File: src/rtl/stream_dram_writer.sv
// Sample stream -> FIFO -> Avalon-MM DDR3 writer, one-shot or ring capture.
// Ports: clk/rst_n, csr_* CSR slave, ddr_* write master, d_in stream, done.
module stream_dram_writer #(
  parameter int DATA_W     = 16,
  parameter int ADDR_W     = 32,
  parameter int FIFO_DEPTH = 16
) (
  input  logic              clk,
  input  logic              rst_n,
  input  logic [2:0]        csr_addr,
  input  logic              csr_read,
  input  logic              csr_write,
  input  logic [31:0]       csr_writedata,
  output logic [31:0]       csr_readdata,
  output logic [ADDR_W-1:0] ddr_addr,
  output logic              ddr_write,
  output logic [DATA_W-1:0] ddr_writedata,
  input  logic              ddr_waitrequest,
  input  logic [DATA_W-1:0] d_in,
  input  logic              d_in_valid,
  output logic              done
);

  localparam int PW = $clog2(FIFO_DEPTH);

  typedef enum logic [1:0] {IDLE, RUN, FLUSH, DONE} state_t;

  state_t            state_q;
  logic [ADDR_W-1:0] base_q, step_q, addr_q;
  logic [31:0]       len_q, cnt_q, acc_q, rdata_q, rd_d;
  logic              circ_q, pend_q;
  logic              done_q, ovf_q, wrap_q, abrt_q;
  logic [PW:0]       wptr_q, rptr_q;
  logic [DATA_W-1:0] mem_q [FIFO_DEPTH];

  logic busy, empty, full, xfer, last;
  logic ctl_wr, do_start, do_abort;
  logic want_push, push;

  assign busy  = (state_q == RUN) || (state_q == FLUSH);
  assign empty = (wptr_q == rptr_q);
  assign full  = (wptr_q[PW] != rptr_q[PW]) &&
                 (wptr_q[PW-1:0] == rptr_q[PW-1:0]);

  // In FLUSH only a write already on the bus at abort time is finished.
  assign ddr_write = ((state_q == RUN) && !empty) ||
                     ((state_q == FLUSH) && pend_q);
  assign ddr_addr  = addr_q;
  assign ddr_writedata = ddr_write ? mem_q[rptr_q[PW-1:0]] : '0;
  assign xfer = ddr_write && !ddr_waitrequest;
  assign last = (cnt_q + 32'd1) == len_q;

  assign ctl_wr   = csr_write && (csr_addr == 3'd3);
  assign do_start = ctl_wr && csr_writedata[0] && !busy;
  assign do_abort = ctl_wr && csr_writedata[2] && (state_q == RUN);

  assign want_push = (state_q == RUN) && !do_abort && d_in_valid &&
                     (circ_q || (acc_q < len_q));
  // A pop on the same edge frees the slot a full FIFO needs.
  assign push = want_push && (!full || xfer);

  assign csr_readdata = rdata_q;
  assign done = done_q;

  always_comb begin
    rd_d = 32'hDEAD_BEEF;
    case (csr_addr)
      3'd0: rd_d = 32'(base_q);
      3'd1: rd_d = len_q;
      3'd2: rd_d = 32'(step_q);
      3'd3: rd_d = 32'd0;
      3'd4: rd_d = {27'd0, abrt_q, wrap_q, ovf_q, done_q, busy};
      3'd5: rd_d = cnt_q;
      default: rd_d = 32'hDEAD_BEEF;
    endcase
  end

  always_ff @(posedge clk) begin
    if (push) mem_q[wptr_q[PW-1:0]] <= d_in;
  end

  always_ff @(posedge clk or negedge rst_n) begin
    if (!rst_n) begin
      state_q <= IDLE;
      base_q  <= '0;
      step_q  <= ADDR_W'(1);
      addr_q  <= '0;
      len_q   <= '0;
      cnt_q   <= '0;
      acc_q   <= '0;
      rdata_q <= '0;
      circ_q  <= 1'b0;
      pend_q  <= 1'b0;
      done_q  <= 1'b0;
      ovf_q   <= 1'b0;
      wrap_q  <= 1'b0;
      abrt_q  <= 1'b0;
      wptr_q  <= '0;
      rptr_q  <= '0;
    end else begin
      rdata_q <= csr_read ? rd_d : 32'd0;
      if (csr_write && !busy) begin
        case (csr_addr)
          3'd0: base_q <= ADDR_W'(csr_writedata);
          3'd1: len_q  <= csr_writedata;
          3'd2: step_q <= ADDR_W'(csr_writedata);
          default: ;
        endcase
      end
      if (push) begin
        wptr_q <= wptr_q + 1'b1;
        acc_q  <= acc_q + 32'd1;
      end
      if (want_push && !push) ovf_q <= 1'b1;
      if (xfer) begin
        rptr_q <= rptr_q + 1'b1;
        addr_q <= addr_q + step_q;
        cnt_q  <= cnt_q + 32'd1;
      end
      unique case (state_q)
        IDLE, DONE: begin
          if (do_start) begin
            circ_q <= csr_writedata[1];
            addr_q <= base_q;
            cnt_q  <= '0;
            acc_q  <= '0;
            wptr_q <= '0;
            rptr_q <= '0;
            ovf_q  <= 1'b0;
            wrap_q <= 1'b0;
            abrt_q <= 1'b0;
            done_q <= (len_q == 32'd0);
            state_q <= (len_q == 32'd0) ? DONE : RUN;
          end
        end
        RUN: begin
          if (do_abort) begin
            state_q <= FLUSH;
            pend_q  <= ddr_write && ddr_waitrequest;
          end else if (xfer && last) begin
            if (circ_q) begin
              addr_q <= base_q;
              cnt_q  <= '0;
              acc_q  <= '0;
              wrap_q <= 1'b1;
            end else begin
              state_q <= DONE;
              done_q  <= 1'b1;
            end
          end
        end
        FLUSH: begin
          if (!pend_q || xfer) begin
            state_q <= IDLE;
            pend_q  <= 1'b0;
            abrt_q  <= 1'b1;
            done_q  <= 1'b0;
            wptr_q  <= '0;
            rptr_q  <= '0;
          end
        end
      endcase
    end
  end

endmodule

File: config.mk
export PLATFORM = sky130hd
export DESIGN_NAME = stream_dram_writer
export DESIGN_NICKNAME = d
export VERILOG_FILES = /design/src/rtl/stream_dram_writer.sv
export SDC_FILE = /design/constraint.sdc
export NUM_CORES = 1
export LEC_CHECK = 0
export BUFFER_PORTS_ARGS = -buffer_cell sky130_fd_sc_hd__buf_4
export CAP_MARGIN = 25
export CORE_ASPECT_RATIO = 1.2
export CORE_UTILIZATION = 55
export CTS_BUF_LIST = sky130_fd_sc_hd__clkbuf_4 sky130_fd_sc_hd__clkbuf_8
export CTS_CLUSTER_DIAMETER = 60
export DETAILED_ROUTE_END_ITERATION = 16
export PLACE_DENSITY = 0.85
export SETUP_SLACK_MARGIN = 0.1
export SYNTH_ARGS = -nofsm -noshare
export SYNTH_HDL_FRONTEND = slang
export SYNTH_SLANG_ARGS = --single-unit
File: constraint.sdc
create_clock -name clk -period 9.5 [get_ports clk]
set_clock_uncertainty 0.1 [all_clocks]
set_input_delay 0.475 -clock clk [delete_from_list [all_inputs] [get_ports clk]]
set_output_delay 0.475 -clock clk [all_outputs]
set_load 0.03 [all_outputs]
==> parameters.txt, run 1 <==
Parameter                              Value

Cells and area
  Top library cells by usage in the layout, fill and taps aside    sky130_fd_sc_hd__edfxtp_1, sky130_fd_sc_hd__dfrtp_1, sky130_fd_sc_hd__buf_4, sky130_fd_sc_hd__nand2_1, sky130_fd_sc_hd__nor2_1
  Area growth, synth to finish    15.20%
  Final Non-Filler Cells    2825
  End-of-flow core utilization    64.37%
  Most frequent standard cell in the layout excluding fill and tap cells    sky130_fd_sc_hd__edfxtp_1
  Register cell area after layout    ~0.014 mm2
  Fillers    3090
  Area of the multi-input gates    0.01012 mm2
  Non-Filler Cell Area, Final    0.02828 mm2
  Share of post-route cells with drive strength above 1    about a fifth
  Final net count    about 2300

Global route
  First-pass GRT wire length    107.3 mm
  Aggregate global-route resource usage    31.73%
  Congestion Overflow GR    0
  Number of global-route vias before repair    about 18000
  Antenna violations before repair    2
  Pin count of the biggest net entering global routing    95

Synth
  Distinct cells, synth    74
  Fraction of registers with async set or reset after synthesis    48.59%
  Simple-gate area share of the yosys netlist    12.27%
  Number of synthesized flops with an enable pin    between 200 and 300
  Syn Std Cell Area    0.02455 mm2
  Xor/xnor share of the synthesized area    approximately 4.2%
  Warning count from the yosys run    0
  Post-Synth Adder-Cell Area    3.701%
  Sequential area share after synthesis    about 56%
  Largest family of logic cells by synthesized area    simple AND/OR/NAND/NOR gates
  Mux cell area share after synthesis    10.66%
  Flip-flop cell with the highest count after synthesis    sky130_fd_sc_hd__edfxtp_1
  Yosys reg bits    498
  Mapped Cells    2019
  Synthesized-area fraction occupied by ao, oa, aoi and oai cells    10.25%
  Post-synth net total    about 2100
  Avg Inst Size Synth    12.16 um2

Detailed routing
  Avg WL per Cell    24.98 um
  Via count of the routed design    18160
  Met3 wirelength from detailed routing    5.180 mm
  Uppermost layer routed    met5
  Number of nets with antenna violations after detailed routing    0
  DRC violation total after the first TritonRoute iteration    1697
  Met1 Wirelength    25.36 mm
  Met2 WL    34.97 mm
  Per-cell via count in the routed design    6.429
  Post-detailed-route DRC marker count    0
  Total detailed-routing wirelength    roughly 71 mm
  DR pass1 iterations    6

Die
  Top-level I/O count    139
  Number of core rows    84
  Placeable Area    0.04393 mm2
  Effective utilization at floorplan    approximately 56%
  Total Die Area    roughly 0.045 mm2
  Die H    about 230 um
  Horiz. Die Dim    194.9 um

Min path
  Worst hold-check path type    in -> reg

Placement
  Placer's final routability congestion estimate    1.007
  Placed Instance Area    between 0.02 and 0.03 mm2
  Cell total after placement    between 2000 and 3000
  Number of input and output port buffers inserted    138
  Sum of net half-perimeters after detailed placement    47.79 mm

Power and ir drop
  Largest voltage drop on the vdd net    between 200 and 250 uV
  Power density relative to cell area    267.7 mW/mm2
  Leakage power figure    11.06 nW

Clocking
  Cts repair resizes    0
  Sink count of the clock tree    498
  Max H-tree Level    3
  Clock latency at the later pin of the worst-skew pair    0.68 ns
  Clock Pin Slew Worst Setup and Hold Paths    0.06 ns
  Number of buffers inserted during clock tree synthesis    approximately 80
  Clock root cell    sky130_fd_sc_hd__clkbuf_8
  Clock tree from TritonCTS    built
  Buffers from clock root to sink, at most    3
  Number of setup buffers added after CTS    0

Worst setup path
  Start-to-end type of the worst setup path    reg -> reg
  Sort of element at the end of the critical path    flop
  Required time at the worst-slack endpoint    9.93 ns
  Category of the worst setup path launch point    flop
  WP data arrival    5.65 ns
  Largest fanout on the critical path    46

Timing
  Shortest period the worst path allows    5.226 ns
  Slew @ Worst Pin    0.9835 ns
  Setup repair after global routing missed its margin    false
  Final clock period utilization by the worst path    between 50% and 60%
  Final setup fails    0
  Setup TNS    0 ns
  Slew Viols, Final    0
  Max frequency    191.3 MHz
  Max-slew headroom at the worst pin    33.83%
  Count of endpoints failing hold in the final timing report    0

Status
  Outcome    complete, no violations

Run
  # Max-Cap Violations    0
cell families (layout without fill, tap and decap cells):
family | after synthesis | after routing
other | 0 | 1
AOI/OAI and AO/OA | 399 | 399
and+or+nand+nor | 601 | 601
xor gates and xnor gates | 118 | 118
muxes | 152 | 152
adders and majority gates | 72 | 72
buffers and inverters | 179 | 425
DFF | 498 | 498
flip-flops by register name, indices dropped and copies added, names as in the netlist:
register / flops
mem_q: 256
acc_q: 32
base_q: 32
cnt_q: 32
csr_readdata: 32
ddr_addr: 32
len_q: 32
step_q: 32
rptr_q: 5
wptr_q: 5
state_q: 2
abrt_q: 1
circ_q: 1
done: 1
ovf_q: 1
pend_q: 1
wrap_q: 1
cell usage after synthesis (all sizes together), types with 11 or more instances:
cell,instances,area share [%]
and2,27,0.69
ha,71,3.6
nor2b,31,0.79
nand3,45,0.92
nor2,140,2.1
a21o,21,0.64
o211ai,13,0.40
clkbuf,82,1.3
nand4,40,1.1
buf,38,0.75
and3,21,0.54
mux4,81,7.4
a211oi,17,0.52
a22oi,33,1.0
a31oi,27,0.69
mux2,65,3.0
xnor2,73,2.6
edfxtp,256,31
dfrtp,241,25
o21ai,129,2.6
nor3,29,0.61
nand2,164,2.5
and4,11,0.39
nor4,32,0.84
inv,59,0.90
or3,20,0.51
a21oi,84,1.7
a22o,14,0.50
xor2,45,1.6
cell type report:
type,count,share of cell area (%)
Tap cell,559,2.473
Timing Repair Buffer,223,6.482
Clock inverter,18,0.4779
Inverter,59,0.7832
Antenna cell,1,0.008850
Sequential cell,498,48.62
Multi-Input combinational cell,1342,35.80
Clock buffer,125,5.354
through the flow:
step / total power, mW / setup WS (ns) / hold slack (ns)
finish: 7.569 / 4.274 / 0.03499
global route: 7.927 / 3.945 / 0.02026
CTS: 7.552 / 4.295 / 0.005468
detailed placement: 5.644 / 4.340 / 0.4130
global placement: 5.552 / 4.558 / 0.3961
floorplan: 4.759 / 5.237 / 0.07941
layer usage:
layer	up-vias	GRT usage [%]
met4	2	22.64
met2	957	54.25
met3	267	5.833
met5	-	0
li1	7915	-
met1	9020	36.12
power by group:
| group | leakage (nW) | internal [mW] | total, mW | switching [mW] |
|---|---|---|---|---|
| sequential | 5.46 | 2.62 | 3.06 | 0.437 |
| combinational | 4.73 | 1.08 | 2.62 | 1.53 |
| clock | 0.872 | 1.04 | 1.89 | 0.852 |
final timing paths:
kind                       cells past startpoint  slack, ns                          to                    from
max                                           11       4.27      ddr_addr[19]$_DFF_PN0_      cnt_q[4]$_DFF_PN0_
min                                            1       0.03     mem_q[15][12]$_DFFE_PP_                d_in[12]
max reg2reg                                   11       4.27      ddr_addr[19]$_DFF_PN0_      cnt_q[4]$_DFF_PN0_
min reg2reg                                    2       0.41      ddr_addr[26]$_DFF_PN0_  base_q[26]$_DFFE_PN0P_
max in group asynchronous                      3       7.54         acc_q[14]$_DFF_PN0_                   rst_n
min in group asynchronous                      2       0.31  csr_readdata[19]$_DFF_PN0_                   rst_n
critical path, cell delays in order (launching register included):
cell and delay [ns]:
sky130_fd_sc_hd__dfrtp_1 0.51, sky130_fd_sc_hd__nand4_1 0.53, sky130_fd_sc_hd__nor4_1 0.86, sky130_fd_sc_hd__nand4_1 0.16
sky130_fd_sc_hd__o31a_1 0.31, sky130_fd_sc_hd__a2111oi_0 0.48, sky130_fd_sc_hd__nand4_1 0.41, sky130_fd_sc_hd__o22ai_4 0.22
sky130_fd_sc_hd__buf_4 0.44, sky130_fd_sc_hd__buf_4 0.50, sky130_fd_sc_hd__inv_2 0.26, sky130_fd_sc_hd__a22o_1 0.26
timing repair:
action / in CTS / in global routing
hold buffers: 47 / 0
endpoints found under the setup margin: 0 / 0
hold endpoints to repair: 350 / 0
Note: power is estimated with default switching activity, not from simulation.
==> inputs of run 2 (changes only) <==
--- a/config.mk
+++ b/config.mk
@@ -5,6 +5,7 @@
 export SDC_FILE = /design/constraint.sdc
 export NUM_CORES = 1
 export LEC_CHECK = 0
+export ABC_AREA = 1
 export BUFFER_PORTS_ARGS = -buffer_cell sky130_fd_sc_hd__buf_4
 export CAP_MARGIN = 25
 export CORE_ASPECT_RATIO = 1.2
==> constraint.sdc (replaced) <==
create_clock -name clk -period 5.07 [get_ports clk]
set_clock_uncertainty 0.1 [all_clocks]
set_input_delay 0.2535 -clock clk [delete_from_list [all_inputs] [get_ports clk]]
set_output_delay 0.2535 -clock clk [all_outputs]
set_load 0.03 [all_outputs]
==> parameters.txt, run 2 <==
Parameter                              Value

Cells and area
  Top library cells by usage in the layout, fill and taps aside    sky130_fd_sc_hd__nand2_1, sky130_fd_sc_hd__edfxtp_1, sky130_fd_sc_hd__dfrtp_1, sky130_fd_sc_hd__a21oi_1, sky130_fd_sc_hd__o21ai_0
  Area growth, synth to finish    15.34%
  Share of post-route cells with drive strength above 1    11.39% (-9.9 points)
  Area of the multi-input gates    0.01041 mm2 (+2.9%)
  Most frequent standard cell in the layout excluding fill and tap cells    sky130_fd_sc_hd__nand2_1
  Register cell area after layout    0.01375 mm2 (unchanged)
  Number of flip-flops in the largest register    256 (unchanged)
  Non-Filler Cell Area, Final    0.02950 mm2 (+4.3%)
  Final net count    3266 (+40%)
  Final Non-Filler Cells    3812 (+35%)
  Fillers    3680 (+19%)

Detailed routing
  DRC violation total after the first TritonRoute iteration    2555 (+51%)
  Total detailed-routing wirelength    85.38 mm (+21%)
  Post-detailed-route DRC marker count    0 (unchanged)
  Number of nets with antenna violations after detailed routing    0 (unchanged)
  Per-cell via count in the routed design    6.027 (-6.3%)
  Avg WL per Cell    22.40 um (-10%)
  DR pass1 iterations    6 (unchanged)
  Via count of the routed design    22970 (+27%)

Worst setup path
  WP data arrival    4.99 ns (-0.66 ns)
  Category of the worst setup path launch point    flop
  List of cells traversed by the critical path    ha_1 -> nand3_1 -> nor2_1 -> nand2_1 -> nand3_1 -> nand2_1 -> inv_1 -> nand3_1 -> nor2_1 -> nand3_1 -> nor3_4 -> nand3_4 -> nand2_1 -> nand2_2 -> clkinv_4 -> o21ai_0
  Sort of element at the end of the critical path    flop
  Logic depth of the worst register-to-register path    16 (+5)
  Critical-path top delay cell    sky130_fd_sc_hd__clkinv_4
  Register-to-Register Setup Slack    0.53 ns (-3.74 ns)
  Largest fanout on the critical path    55 (+20%)
  FF-to-FF Start    cnt_q[0]$_DFF_PN0_
  Largest stage delay on the critical path    0.60 ns (-0.26 ns)
  Start-to-end type of the worst setup path    reg -> reg
  Critical path capture point    ddr_addr[25]$_DFF_PN0_
  Cell seen most often among critical-path stages    sky130_fd_sc_hd__nand3_1
  First element of the critical path    cnt_q[0]$_DFF_PN0_
  Required time at the worst-slack endpoint    5.52 ns (-4.41 ns)
  Worst reg2reg path endpoint    ddr_addr[25]$_DFF_PN0_

Clocking
  Cts repair resizes    0 (unchanged)
  Clock root cell    sky130_fd_sc_hd__clkbuf_8
  Buffers from clock root to sink, at most    3 (unchanged)
  Clock latency at the later pin of the worst-skew pair    0.69 ns (about the same)
  Max H-tree Level    3 (unchanged)
  Clock tree from TritonCTS    built
  Number of buffers inserted during clock tree synthesis    80 (+1.3%)
  Sink count of the clock tree    498 (unchanged)
  Hold buffer count at cts    56 (+19%)
  Clock Pin Slew Worst Setup and Hold Paths    0.06 ns (about the same)
  Number of setup buffers added after CTS    0 (unchanged)

Synth
  Portion of synthesized cell area occupied by the leading cell type    30.06% (-1.3 points)
  Warning count from the yosys run    0 (unchanged)
  Syn Std Cell Area    0.02557 mm2 (+4.2%)
  Avg Inst Size Synth    8.681 um2 (-29%)
  Largest area contributor in the synthesized netlist    sky130_fd_sc_hd__edfxtp_1
  Post-synth net total    3075 (+43%)
  Commonest cells post-synth    sky130_fd_sc_hd__nand2_1, sky130_fd_sc_hd__edfxtp_1, sky130_fd_sc_hd__dfrtp_1
  Distinct cells, synth    50 (-32%)
  Flip-flop cell with the highest count after synthesis    sky130_fd_sc_hd__edfxtp_1
  Number of synthesized flops with an enable pin    256 (unchanged)
  Yosys reg bits    498 (unchanged)
  Fraction of registers with async set or reset after synthesis    48.59% (unchanged)
  Most frequent cell after synthesis    sky130_fd_sc_hd__nand2_1
  Sequential area share after synthesis    53.75% (-2.2 points)
  Cell types with the largest area share after synthesis    sky130_fd_sc_hd__edfxtp_1, sky130_fd_sc_hd__dfrtp_1, sky130_fd_sc_hd__nand2_1, sky130_fd_sc_hd__a21oi_1, sky130_fd_sc_hd__o21ai_0
  Mapped Cells    2946 (+46%)

Power and ir drop
  Power density relative to cell area    553.0 mW/mm2 (+110%)
  Logic pwr share    40.2% (+5.6 points)
  Relative contribution of sequential cells to total power    36.9% (-3.5 points)
  Switching part of the total power    43.72% (+6.4 points)
  Leakage power figure    12.83 nW (+16%)
  Total net switching power    7.131 mW (+150%)
  Largest voltage drop on the vdd net    342.2 uV (+39%)
  Power Internal    9.180 mW (+93%)
  Clock Power Share    22.9% (-2.1 points)

Die
  Total Die Area    0.04737 mm2 (+4.1%)
  Horiz. Die Dim    198.8 um (+2.1%)
  Number of core rows    86 (+2.4%)
  Die H    238.2 um (+2.1%)
  Top-level I/O count    139 (unchanged)
  Placeable Area    0.04595 mm2 (+4.6%)
  Effective utilization at floorplan    55.66% (-0.21 points)

Global route
  Pin count of the biggest net entering global routing    82 (-14%)
  First-pass GRT wire length    128.8 mm (+20%)
  Congestion Overflow GR    0 (unchanged)
  Number of global-route vias before repair    22430 (+21%)
  Antenna violations before repair    1 (-1)
  Aggregate global-route resource usage    36.27% (+4.5 points)

Status
  Outcome    complete, no violations

Timing
  Shortest period the worst path allows    4.540 ns (-0.6868 ns)
  Final setup fails    0 (unchanged)
  Slew @ Worst Pin    1.161 ns (+0.1773 ns)
  Slew Viols, Final    0 (unchanged)
  Max-slew headroom at the worst pin    21.63% (-12 points)
  Final clock period utilization by the worst path    89.54% (+35 points)
  Max frequency    220.3 MHz (+15%)
  Count of endpoints failing hold in the final timing report    0 (unchanged)
  Setup TNS    0 ns (unchanged)
  Setup repair after global routing missed its margin    false
  Worst-case hold slack    0.03489 ns (-0.0001004 ns)

Placement
  Placer's final routability congestion estimate    1.010 (+0.29%)
  Cell total after placement    3613 (+37%)
  Placed Instance Area    0.02718 mm2 (+4.2%)
  Number of input and output port buffers inserted    138 (unchanged)
  Sum of net half-perimeters after detailed placement    58.52 mm (+22%)

Run
  # Max-Cap Violations    0 (unchanged)

Min path
  Worst hold-check path type    in -> async
-- run 2: cell types whose count changed in the layout (fill, tap and decap cells not counted), sizes merged, moves of 26 or more --
cell	before	now
a21oi	84	230
a221oi	4	30
and2	27	0
inv	61	233
mux2	65	0
mux4	81	0
nand2	164	863
nand3	45	145
nor2	140	230
nor2b	31	0
o21ai	129	234
xnor2	73	23
-- run 2: through the flow --
step	worst slack [ns]	total power, mW	util [%]
floorplan	1.745	10.05	-
global placement	0.7566	12.13	59.15
detailed placement	0.6679	12.32	59.15
CTS	0.6262	16.13	64.10
global route	0.3190	17.20	64.19
finish	0.5305	16.31	64.20
-- run 2: kinds of logic after synthesis --
logic type | synth area share, %
DFF | 53.75
AOI/OAI and AO/OA | 14.01
xor gates and xnor gates | 1.507
buffers and inverters | 5.597
adders and majority gates | 3.552
and+or+nand+nor | 21.59
-- run 2: final cells by class --
type / count / share of cell area (%)
flip-flops and latches: 498 / 46.61
multi-input cells: 2085 / 35.30
repair buffers: 238 / 6.643
clock buffers: 120 / 4.984
inverters: 234 / 2.999
well taps: 616 / 2.613
clock inverters: 20 / 0.8357
diodes: 1 / 0.008484
-- run 2: metal layers --
metal,track usage (%),vias to the layer above,wire length (um)
li1,-,10440,-
met1,44.66,10820,31130
met2,59.31,1409,40700
met3,6.657,304,8204
met4,21.77,2,5333
met5,0,-,8
-- run 2: worst min-delay path by stage --
stage | endpoint | cells past startpoint | slack (ns)
after detailed placement | base_q[19]$_DFFE_PN0P_ | 1 | 0.20
after CTS | base_q[19]$_DFFE_PN0P_ | 2 | 0.05
after global placement | base_q[19]$_DFFE_PN0P_ | 1 | 0.19
after global routing | base_q[19]$_DFFE_PN0P_ | 2 | 0.10
after floorplan | abrt_q$_DFFE_PN0P_ | 0 | -0.14
final | base_q[19]$_DFFE_PN0P_ | 2 | 0.03
-- run 2: power groups by stage --
stage / Clock, mW / Combinational, mW / Sequential [mW]
after floorplan: 0 / 4.23 / 5.82
after global placement: 0 / 6.12 / 6.01
after detailed placement: 0 / 6.29 / 6.03
after CTS: 3.77 / 6.40 / 5.96
after global routing: 3.94 / 7.19 / 6.07
final: 3.74 / 6.55 / 6.02
-- run 2: critical path, delay by kind of cell, from the launching register on --
family | cells | cell delay [ns]
AOI/OAI and AO/OA | 1 | 0.15
adders and majority gates | 1 | 0.33
buffers and inverters | 2 | 0.71
DFF | 1 | 0.45
and+or+nand+nor | 12 | 2.61
